--- config.mk ---
export PLATFORM = sky130hd
export DESIGN_NAME = yutorina_bus_arbiter
export DESIGN_NICKNAME = d
export VERILOG_FILES = /design/src/rtl/yutorina_bus_arbiter.sv
export SDC_FILE = /design/constraint.sdc
export NUM_CORES = 1
export LEC_CHECK = 0
export BUFFER_PORTS_ARGS = -buffer_cell sky130_fd_sc_hd__buf_4
export CELL_PAD_IN_SITES_DETAIL_PLACEMENT = 0
export CELL_PAD_IN_SITES_GLOBAL_PLACEMENT = 2
export CORE_MARGIN = 2
export CORE_UTILIZATION = 12
export CTS_BUF_LIST = sky130_fd_sc_hd__clkbuf_8 sky130_fd_sc_hd__clkbuf_16
export CTS_CLUSTER_SIZE = 8
export DETAILED_ROUTE_END_ITERATION = 8
export PLACE_DENSITY_LB_ADDON = 0.1
export SYNTH_ARGS = -nofsm -noshare
export SYNTH_HDL_FRONTEND = slang
export SYNTH_SLANG_ARGS = --single-unit
--- constraint.sdc ---
create_clock -name clk -period 2.8 [get_ports clk]
set_input_delay 0.84 -clock clk [delete_from_list [all_inputs] [get_ports clk]]
set_output_delay 0.84 -clock clk [all_outputs]
set_load 0.01 [all_outputs]
--- src/rtl/yutorina_bus_arbiter.sv ---
// rtl/yutorina_bus_arbiter.sv - four-master round-robin bus arbiter with shared-bus mux
// Optional watchdog: define YUTORINA_BUS_ARB_TIMEOUT_EN to revoke grants stalled on s_rdy_.
module yutorina_bus_arbiter #(
   parameter int TIMEOUT_CYCLES = 255
) (
   input  logic        clk,
   input  logic        rst,
   input  logic        m0_req_,
   input  logic        m1_req_,
   input  logic        m2_req_,
   input  logic        m3_req_,
   output logic        m0_grnt_,
   output logic        m1_grnt_,
   output logic        m2_grnt_,
   output logic        m3_grnt_,
   input  logic [29:0] m0_addr,
   input  logic [29:0] m1_addr,
   input  logic [29:0] m2_addr,
   input  logic [29:0] m3_addr,
   input  logic        m0_as_,
   input  logic        m1_as_,
   input  logic        m2_as_,
   input  logic        m3_as_,
   input  logic        m0_rw,
   input  logic        m1_rw,
   input  logic        m2_rw,
   input  logic        m3_rw,
   input  logic [31:0] m0_wr_data,
   input  logic [31:0] m1_wr_data,
   input  logic [31:0] m2_wr_data,
   input  logic [31:0] m3_wr_data,
   output logic [29:0] s_addr,
   output logic        s_as_,
   output logic        s_rw,
   output logic [31:0] s_wr_data,
   input  logic        s_rdy_,
   output logic        arb_timeout
);

   localparam logic BUS_READ = 1'b1;

   typedef enum logic {ST_IDLE, ST_GRANT} state_t;

   state_t     r_state;
   logic [1:0] r_owner;
   logic [1:0] r_last;
   logic [3:0] r_grnt_n;

   logic [3:0] w_req;
   logic [3:0] w_others;
   logic       w_owner_req;
   logic       w_fire;
   logic       w_hold;
   logic [1:0] w_idle_pick;
   logic [1:0] w_hand_pick;

   // First requester scanning base+1, base+2, base+3, base.
   function automatic logic [1:0] rr_pick(input logic [1:0] base, input logic [3:0] req);
      logic [1:0] pick;
      logic [1:0] idx;
      pick = base;
      for (int i = 4; i >= 1; i--) begin
         idx = base + 2'(i);
         if (req[idx]) pick = idx;
      end
      return pick;
   endfunction

   assign w_req       = ~{m3_req_, m2_req_, m1_req_, m0_req_};
   assign w_owner_req = w_req[r_owner];
   assign w_others    = w_req & ~(4'b0001 << r_owner);
   assign w_idle_pick = rr_pick(r_last, w_req);
   assign w_hand_pick = rr_pick(r_owner, w_others);
   assign w_hold      = (r_state == ST_GRANT) && w_owner_req && !w_fire;

   always_ff @(posedge clk) begin
      if (rst) begin
         r_state  <= ST_IDLE;
         r_owner  <= 2'd0;
         r_last   <= 2'd3;
         r_grnt_n <= 4'hF;
      end else begin
         case (r_state)
            ST_IDLE: begin
               if (|w_req) begin
                  r_owner  <= w_idle_pick;
                  r_last   <= w_idle_pick;
                  r_grnt_n <= ~(4'b0001 << w_idle_pick);
                  r_state  <= ST_GRANT;
               end
            end
            ST_GRANT: begin
               // Release or revoke: the outgoing owner is never a candidate here.
               if (!w_hold) begin
                  if (|w_others) begin
                     r_owner  <= w_hand_pick;
                     r_last   <= w_hand_pick;
                     r_grnt_n <= ~(4'b0001 << w_hand_pick);
                  end else begin
                     r_last   <= r_owner;
                     r_grnt_n <= 4'hF;
                     r_state  <= ST_IDLE;
                  end
               end
            end
            default: begin
               r_state  <= ST_IDLE;
               r_grnt_n <= 4'hF;
            end
         endcase
      end
   end

`ifdef YUTORINA_BUS_ARB_TIMEOUT_EN
   logic [7:0] r_cnt;
   logic       r_timeout;

   assign w_fire = (r_state == ST_GRANT) && (r_cnt == 8'(TIMEOUT_CYCLES));

   // Counts consecutive not-ready cycles of the current tenure; saturates at the limit.
   always_ff @(posedge clk) begin
      if (rst) begin
         r_cnt     <= 8'd0;
         r_timeout <= 1'b0;
      end else begin
         r_timeout <= w_fire;
         if (!w_hold || !s_rdy_)
            r_cnt <= 8'd0;
         else if (r_cnt != 8'(TIMEOUT_CYCLES))
            r_cnt <= r_cnt + 8'd1;
      end
   end

   assign arb_timeout = r_timeout;
`else
   logic w_unused_watchdog;

   assign w_fire            = 1'b0;
   assign arb_timeout       = 1'b0;
   assign w_unused_watchdog = s_rdy_ ^ (|8'(TIMEOUT_CYCLES));
`endif

   always_comb begin
      s_addr    = 30'd0;
      s_as_     = 1'b1;
      s_rw      = BUS_READ;
      s_wr_data = 32'd0;
      if (r_state == ST_GRANT) begin
         case (r_owner)
            2'd0: begin s_addr = m0_addr; s_as_ = m0_as_; s_rw = m0_rw; s_wr_data = m0_wr_data; end
            2'd1: begin s_addr = m1_addr; s_as_ = m1_as_; s_rw = m1_rw; s_wr_data = m1_wr_data; end
            2'd2: begin s_addr = m2_addr; s_as_ = m2_as_; s_rw = m2_rw; s_wr_data = m2_wr_data; end
            default: begin s_addr = m3_addr; s_as_ = m3_as_; s_rw = m3_rw; s_wr_data = m3_wr_data; end
         endcase
      end
   end

   assign m0_grnt_ = r_grnt_n[0];
   assign m1_grnt_ = r_grnt_n[1];
   assign m2_grnt_ = r_grnt_n[2];
   assign m3_grnt_ = r_grnt_n[3];

endmodule

## Yosys cells after proc, flatten, opt, wreduce, memory -nomap -nowiden

Index checks and enable logic that the tools add are counted.
Widths: inputs -> output; s select.

- Reduce and logical (&&, ||, !) cells: 5
- Muxes and demuxes: 40
- Shift-type cells: 3
- $add $sub $neg: 6
- Equality and inequality tests: 4
- $lt $le $gt $ge: 7
- Bitwise gates (word level): 6

Operator list:

| operator | number |
|---|---|
| $pmux 32 s3 | 1 |
| $pmux 30 s3 | 1 |
| $mux 32 | 1 |
| $mux 30 | 1 |
| $lt 2x3->1 const B | 7 |
| $mux 2 | 9 |
| $not 4->4 | 4 |
| $bmux 1 s2 | 7 |
| $mux 1 | 12 |
| $mux 4 | 3 |
| $shl 1x2->4 const A | 3 |
| $add 2x2->2 const B | 4 |
| $pmux 4 s2 | 1 |
| $reduce_or 4->1 | 2 |
| $pmux 1 s3 | 2 |
| $add 2x1->2 const B | 2 |
| $and 4x4->4 | 1 |
| $ne 2x2->1 const B | 2 |
| $pmux 2 s2 | 1 |
| $eq 2x1->1 const B | 1 |
| $eq 2x2->1 const B | 1 |
| $logic_not 2->1 | 1 |
| $pmux 1 s2 | 1 |
| $reduce_and 2->1 | 1 |
| 2 further kinds | 2 |

- Bits in registers: 9
- Input port bits: 263
- Word-level logic and storage cells: 75
- Output and inout port bits: 69

## Depth between registers and ports, before layout

Gate-level depths: netlist (run 1).

- Depth after elaboration: 13
- Depth in mapped cells: 9
- Gate-level depth less buffers: 8

## Worst setup path before layout (run 1)

No wires, ideal clock.

- Path kind: flip-flop to output port
- Start point: reg r_owner[0]
- End point: out s_as_
- Arrival time: 1.856 ns
- Buffers on the path: 3
- Required time: 1.960 ns
- Stages on the path, launching flop included: 10
- Setup slack: 0.104 ns
- Cells stage by stage: dfxtp_1 buf_4 inv_1 ha_1 clkbuf_1 clkbuf_1 a222oi_1 nand2_1 o21ai_0 nand2_1

- Cells in the longest elaborated chain, start to end: 3
- Elaborated cells on any way between the ends: 5
- Those cells by class: eq/ne: 2; mux: 2; reduce/logical: 1

Ends and longest elaborated chain:

| what | line | RTL |
|---|---|---|
| start, declared | 45 | `logic [1:0] r_owner;` |
| start signal, assigned | 86 | `r_owner <= w_idle_pick;` |
| start signal, assigned | 96 | `r_owner <= w_hand_pick;` |
| $eq 2x2->1 (tied with other cells) | 149 | `case (r_owner)` |
| $pmux 1 s3 (*) | 149 |  |
| $mux 1 (*) | 148 | `if (r_state == ST_GRANT) begin` |
| end, declared | 33 | `output logic s_as_,` |

Every way passes the cells marked *; elsewhere a longest branch is shown, timed or not.

## Final worst setup path (run 1)

- Start point: in m1_wr_data[1]
- End point: out s_wr_data[1]

- Cells in the longest elaborated chain, start to end: 2

Ends and longest elaborated chain:

| what | line | RTL |
|---|---|---|
| start, declared | 29 | `input logic [31:0] m1_wr_data,` |
| $pmux 32 s3 | 149 |  |
| $mux 32 | 148 |  |
| end, declared | 35 | `output logic [31:0] s_wr_data,` |

Every way passes these cells.

==> run summary, run 1 <==
Port Buffers -> 329
Crit Path Max Fanout -> 1
Via count -> 4387
H-tree depth -> 1
GR Overflow Total -> 0
WL per Instance -> 20.4 µm
Hold path depth -> 2
FF+latch count, synth -> 9
Synth Flop Type -> dfxtp_1
Pins Over Slew Limit -> 0
Outcome -> finished, violations left
RSZ-0062 raised after global routing -> yes
Internal -> 1.45 mW
Die Span Y -> 149 µm
Worst min-delay path startpoint -> r_grnt_n[1]
Global-route wire length before repair -> 26900 µm
Synth Net Count -> 609
Comb power frac -> 83.2%
Initial core utilization -> 12.1%
R2r endpoint -> r_owner[0]
Drt first pass iters -> 7
Mapped cell area -> 0.00253 mm²
CP peak stage delay -> 520 ps
Startpoint Class -> input pin
Drt via density -> 4.73
Buffer and inverter count on the worst path -> 3
Hold/Removal Path Class -> flop to flop
I/O pin cnt -> 332
Place WS -> 60.6 ps
Die width -> 149 µm
Crit Reg-Reg Startpoint -> r_owner[0]
All-Layer GR Usage -> 15.8%
Seq pwr share -> 7.1%
Area Overhead vs Synth -> 119%
Maxcap violations -> 0
Initial antenna violation count -> 1
Clock buffer count from CTS -> 3
Post-synth EDFFs -> 0
Mapped Avg Cell Area -> 7.39 µm²
Switching part of the total power -> 43.6%
Slew HR -> 64.3%
Sequential share of the synthesized area -> 7.13%
Violated checks -> setup timing
Least-Margin Pin Slew -> 535 ps
Hold Crit Endpoint -> r_grnt_n[1]
Die ar. -> 0.0222 mm²
DRC viols -> 0
Syn Inst Count -> 342
PwrDens -> 464 mW/mm²
Worst Path Required -> 1960 ps
CTS tree -> yes
Worst r2r path cells -> 9
Crit path launch -> m1_wr_data[1]
Initial drt markers -> 437
Clk pwr share -> 9.7%
Clk buf depth -> 2
Reg clk slew, reported paths -> 40 ps
Setup ws final -> -25.5 ps
Core area -> 0.0208 mm²
Row count -> 53
Clock insertion delay at the later pin of the skew report -> 230 ps
CTS Root Cell -> clkbuf_16
Library cells used by synthesis -> 45
Peak supply drop -> 0.248 mV
Pleak -> 3.10 nW
Final hold viol count -> 0
Final period util -> 101%
Final nets -> 919
Vias in the first global route -> 4349
Footprint of the multi-input gates -> 0.00214 mm²
Antenna Nets Post-Route -> 0
Worst reg2reg setup slack -> 270 ps
Setup TNS Final -> -25.5 ps
CP arrival -> 1990 ps
FF+latch area -> 186 µm²
Largest net degree at the start of global routing -> 79
Fillers -> 2326
DP HPWL -> 14800 µm
Slowest-stage cell, CP -> a222oi_1
Critical path capture point type -> primary output
Fin crit period -> 2830 ps
Synth warn -> 0
WS Path Type -> input pin to primary output
CTS sink cnt -> 9
Routed wire length -> 18900 µm
Ys async rst share -> 0%
Fin Clk Skew -> 2.42 ps
Setup violators final -> 1
Sw power -> 1.12 mW
Crit path cell chain -> buf_4 > a222oi_1 > buf_4 > nand2_1 > o211a_1 > buf_6
Cell family with most CP delay -> compound AO/OA/AOI/OAI gates
Most common cell on crit path -> buf_4
Layout cell share with drive strength beyond 1 -> 57.8%
Final core utilization -> 26.5%
Hold_buf cts -> 0
GP Congestion -> 0.800
Fmax -> 354 MHz
## per-stage QoR
step	cell area (µm²)	instances	power, mW	hold WS [ps]
after floorplan	2530	342	1.27	505
after global placement	5350	917	2.26	478
after detailed placement	5350	917	2.26	484
after CTS	5540	927	2.61	491
after global routing	5530	927	2.76	514
final	5530	927	2.56	484
## flip-flops by register name, indices dropped and copies added (netlist names)
register,flops
r_grnt_n,4
r_last,2
r_owner,2
r_state,1
## layer usage
| metal | wire, µm | share of wire, % | track usage, % | vias up |
|---|---|---|---|---|
| met5 | 0 | 0 | 0 | - |
| met4 | 210 | 1.1 | 2.62 | 0 |
| met3 | 1430 | 7.6 | 3.55 | 12 |
| met2 | 10200 | 54 | 28.6 | 197 |
| met1 | 7120 | 38 | 19.3 | 2110 |
| li1 | - | - | - | 2068 |
## layout make-up
cell class	instances	area share (%)
inverters	5	0.407
multi-input cells	279	38.8
clock inverters	1	0.0679
diodes	1	0.0453
well taps	275	6.22
clock buffers	3	1.36
repair buffers	354	49.8
flip-flops and latches	9	3.37
## power by group through the flow
stage          clock network [mW]  logic (mW)  registers, mW
6_report                    0.248        2.13          0.182
5_1_grt                     0.264        2.31          0.185
4_1_cts                     0.252        2.17          0.183
3_5_place_dp                    0        2.08          0.180
3_3_place_gp                    0        2.08          0.179
2_1_floorplan                   0        1.09          0.180
## cell usage after synthesis, types with 2 or more instances
library cell	count	area [µm²]
inv_1	4	15.0
o21ai_0	9	45.0
nor3_1	3	15.0
o211a_1	61	611
a222oi_1	65	651
nand2_1	73	274
buf_1	10	37.5
dfxtp_1	9	180
buf_6	3	33.8
mux4_2	2	45.0
mux2_2	4	45.0
o2bb2ai_1	2	17.5
a21oi_1	6	30.0
nor4b_1	2	17.5
clkbuf_1	31	116
nor2_1	16	60.1
and2_1	3	18.8
o221ai_1	2	17.5
a31oi_1	4	25.0
o31ai_1	3	22.5
ha_1	4	50.1
buf_4	3	22.5
## layout by cell type, fill, tap and decap left out, types with 2 or more instances in the layout
master,count
buf_4,344
nand2_1,73
a222oi_1,65
o211a_1,61
nor2_1,16
o21ai_0,8
a21oi_1,6
buf_12,6
dfxtp_1,6
a31oi_1,4
mux2_2,4
and2_1,3
inv_1,3
o31ai_1,3
nor3_1,3
ha_4,3
clkbuf_16,3
buf_6,3
o21ai_1,2
mux4_2,2
nor4b_1,2
o2bb2ai_1,2
o221ai_1,2
dfxtp_2,2
## what timing repair did
item	4_1_cts	5_1_grt
setup buffers	5	0
endpoints found under the setup margin	41	22
pin swaps	2	6
gates resized for setup	10	5
gates cloned	1	0
## worst max-delay path by stage
stage                         to  slack (ps)  depth (start not counted)
global route        s_wr_data[1]         -10                          8
detailed placement  s_wr_data[1]          60                          6
global placement    s_wr_data[1]         -30                          6
floorplan                  s_as_         100                          9
finish              s_wr_data[1]         -30                          6
CTS                    s_addr[9]          10                          8
## cell families after synthesis
family / count (synthesis) / share of synthesized area, %
multiplexers: 7 / 4.46
AND/OR/NAND/NOR: 105 / 17.4
adder cells (fa/ha/maj): 4 / 1.98
AO/OA/AOI/OAI: 162 / 59.3
buffers and inverters: 54 / 9.60
flip-flops: 9 / 7.13
other: 1 / 0.148
## tightest hold or removal path, delay by kind of cell, from the launching register on
kind,cells,cell delay (ps)
simple gates,1,50
flops,1,340
compound gates,1,70
No activity file was read; power rests on OpenSTA's default activity.
==> run 2: changes to the inputs <==
==> config.mk (replaced) <==
export PLATFORM = sky130hd
export DESIGN_NAME = yutorina_bus_arbiter
export DESIGN_NICKNAME = d
export VERILOG_FILES = /design/src/rtl/yutorina_bus_arbiter.sv
export SDC_FILE = /design/constraint.sdc
export NUM_CORES = 1
export LEC_CHECK = 0
export BUFFER_PORTS_ARGS = -buffer_cell sky130_fd_sc_hd__clkbuf_2
export CORE_AREA = 2 2 130 132
export CTS_BUF_LIST = sky130_fd_sc_hd__clkbuf_8 sky130_fd_sc_hd__clkbuf_16
export CTS_CLUSTER_SIZE = 8
export DETAILED_ROUTE_END_ITERATION = 8
export DIE_AREA = 0 0 132 134
export SYNTH_ARGS = -nofsm -noshare
export SYNTH_HDL_FRONTEND = slang
export SYNTH_SLANG_ARGS = --single-unit
==> run 2 against run 1 <==
The run now ends clean. Total power decreased by 2.6%. Critical endpoint is now s_wr_data[22]. Non-clock buffer count is 8 higher. Worst setup slack better by 53 ps. Largest cell class is now multi-input gates. Clock skew decreased by 1.3 ps. Wire length decreased by 19%.
==> run summary, run 2 (synthesis results as in run 1) <==
DP HPWL -> 11300 µm
Fin Clk Skew -> 1.10 ps
DRC viols -> 0
Via count -> 4371
Hold_buf cts -> 0
Crit path cell chain -> buf_6 > ha_4 > buf_12 > clkbuf_16 > a222oi_1 > nand2_1 > o211a_1 > clkbuf_2
PwrDens -> 516 mW/mm²
Initial drt markers -> 578
Final Instance Count excl. Fillers -> 879
Setup ws final -> 28.0 ps
Hold/Removal Path Class -> flop to flop
I/O pin cnt -> 332
Antenna cell count -> 0
Area Overhead vs Synth -> 91.5%
Pins Over Slew Limit -> 0
CP arrival -> 1930 ps
Clk buf depth -> 2
Cell family with most CP delay -> buffers and inverters
GP Congestion -> 0.830
Pleak -> 2.96 nW
Critical path capture point type -> primary output
Startpoint Class -> flop
Global-route wire length before repair -> 21100 µm
R2r endpoint -> r_owner[0]
Largest net degree at the start of global routing -> 50
Largest regs -> r_grnt_n x4, r_last x2, r_owner x2
Die width -> 132 µm
Peak supply drop -> 0.242 mV
Clock buffer count from CTS -> 3
RSZ-0062 raised after global routing -> yes
Setup violators final -> 0
Port Buffers -> 329
Post-DP Area -> 0.00447 mm²
Place WS -> 146 ps
Die ar. -> 0.0177 mm²
Design area -> 0.00484 mm²
GR Overflow Total -> 0
Final period util -> 99.0%
Core area -> 0.0163 mm²
Maxcap violations -> 0
Clock insertion delay at the later pin of the skew report -> 230 ps
Initial core utilization -> 15.5%
Final hold viol count -> 0
Hold Crit Endpoint -> r_grnt_n[1]
Commonest cells after routing, fill and taps aside -> clkbuf_2 (324), nand2_1 (72), a222oi_1 (65)
Hold path depth -> 2
Drt via density -> 4.97
Layout cell share with drive strength beyond 1 -> 58.4%
WL per Instance -> 17.6 µm
WS Path Type -> flop to primary output
Fin crit period -> 2770 ps
CTS sink cnt -> 9
Buffer and inverter count on the worst path -> 4
Worst reg2reg setup slack -> 340 ps
Antenna Nets Post-Route -> 0
CP peak stage delay -> 350 ps
Largest Register -> r_grnt_n
Cells after DPL -> 863
Max FFs per register -> 4
CTS Root Cell -> clkbuf_16
Final core utilization -> 29.7%
Vias in the first global route -> 3878
Drt first pass iters -> 7
Crit Reg-Reg Startpoint -> r_owner[0]
Routed wire length -> 15400 µm
Worst r2r path cells -> 10
Fmax -> 361 MHz
Worst Path Required -> 1960 ps
Die Span Y -> 134 µm
Final nets -> 927
Crit Path Max Fanout -> 7
Worst min-delay path startpoint -> r_grnt_n[1]
Slowest-stage cell, CP -> dfxtp_4
Most common cell after layout, fill and taps aside -> clkbuf_2
Row count -> 47
Outcome -> finished, final reports clean
All-Layer GR Usage -> 14.4%
CTS tree -> yes
H-tree depth -> 1
Reg clk slew, reported paths -> 40 ps
Initial antenna violation count -> 0
[run 2: cell types whose count changed in the layout (fill, tap and decap cells not counted), moves of 3 or more]
cell	delta
buf_4	-331
clkbuf_2	+324
buf_6	+5
clkbuf_16	+4
buf_12	+3
buf_2	+3
[run 2: metrics by stage]
stage / setup TNS [ps] / hold WS, ps / power, mW
5_1_grt: -126 / 485 / 2.69
3_5_place_dp: 0 / 450 / 2.00
6_report: 0 / 455 / 2.50
2_1_floorplan: 0 / 505 / 1.27
4_1_cts: 0 / 458 / 2.26
3_3_place_gp: 0 / 447 / 2.00
[run 2: routing by layer]
metal | vias to the layer above | part of all wire, % | global-route usage [%]
met5 | - | 0 | 0
met4 | 0 | 0.76 | 1.51
met3 | 16 | 7.2 | 1.47
met2 | 245 | 48 | 24.9
met1 | 2024 | 44 | 19.9
li1 | 2086 | - | -
[run 2: worst min-delay path: cells and delay by family (launching register included)]
kind	cells	cell delay (ps)
AND/OR/NAND/NOR	1	50
AO/OA/AOI/OAI	1	60
flip-flops	1	320
[run 2: worst max path at each step]
stage                        start  cells past startpoint             to  slack, ps
finish                  r_owner[0]                      8  s_wr_data[22]         30
global route            r_owner[0]                      8  s_wr_data[30]        -30
CTS                     r_owner[0]                      8      s_addr[4]          5
detailed placement      r_owner[0]                      8      s_addr[4]        150
global placement    m1_wr_data[30]                      6  s_wr_data[30]        170
floorplan               r_owner[0]                      9          s_as_        100
[run 2: power by group]
part | total, mW | switching (mW) | internal, mW | leakage (nW)
sequential | 0.176 | 0.0210 | 0.155 | 0.0755
clock | 0.246 | 0.0600 | 0.186 | 0.0423
combinational | 2.07 | 1.08 | 1.00 | 2.84
[run 2: area by class of cell]
class                      count  area [µm²]
sequential                     9         185
tap                          220         275
timing repair buffer         362        2120
clock buffer                   3        75.1
inverter                       5        23.8
multi-input combinational    279        2160
fill                        1766       11400
clock inverter                 1        3.75
[run 2: what timing repair did]
| action | CTS | global route |
|---|---|---|
| pin swaps | 0 | 9 |
| gates cloned | 0 | 7 |
| resized for setup | 2 | 25 |
| hold endpoints to repair | 0 | 0 |
| setup buffers | 0 | 5 |
| setup endpoints to repair | 11 | 49 |
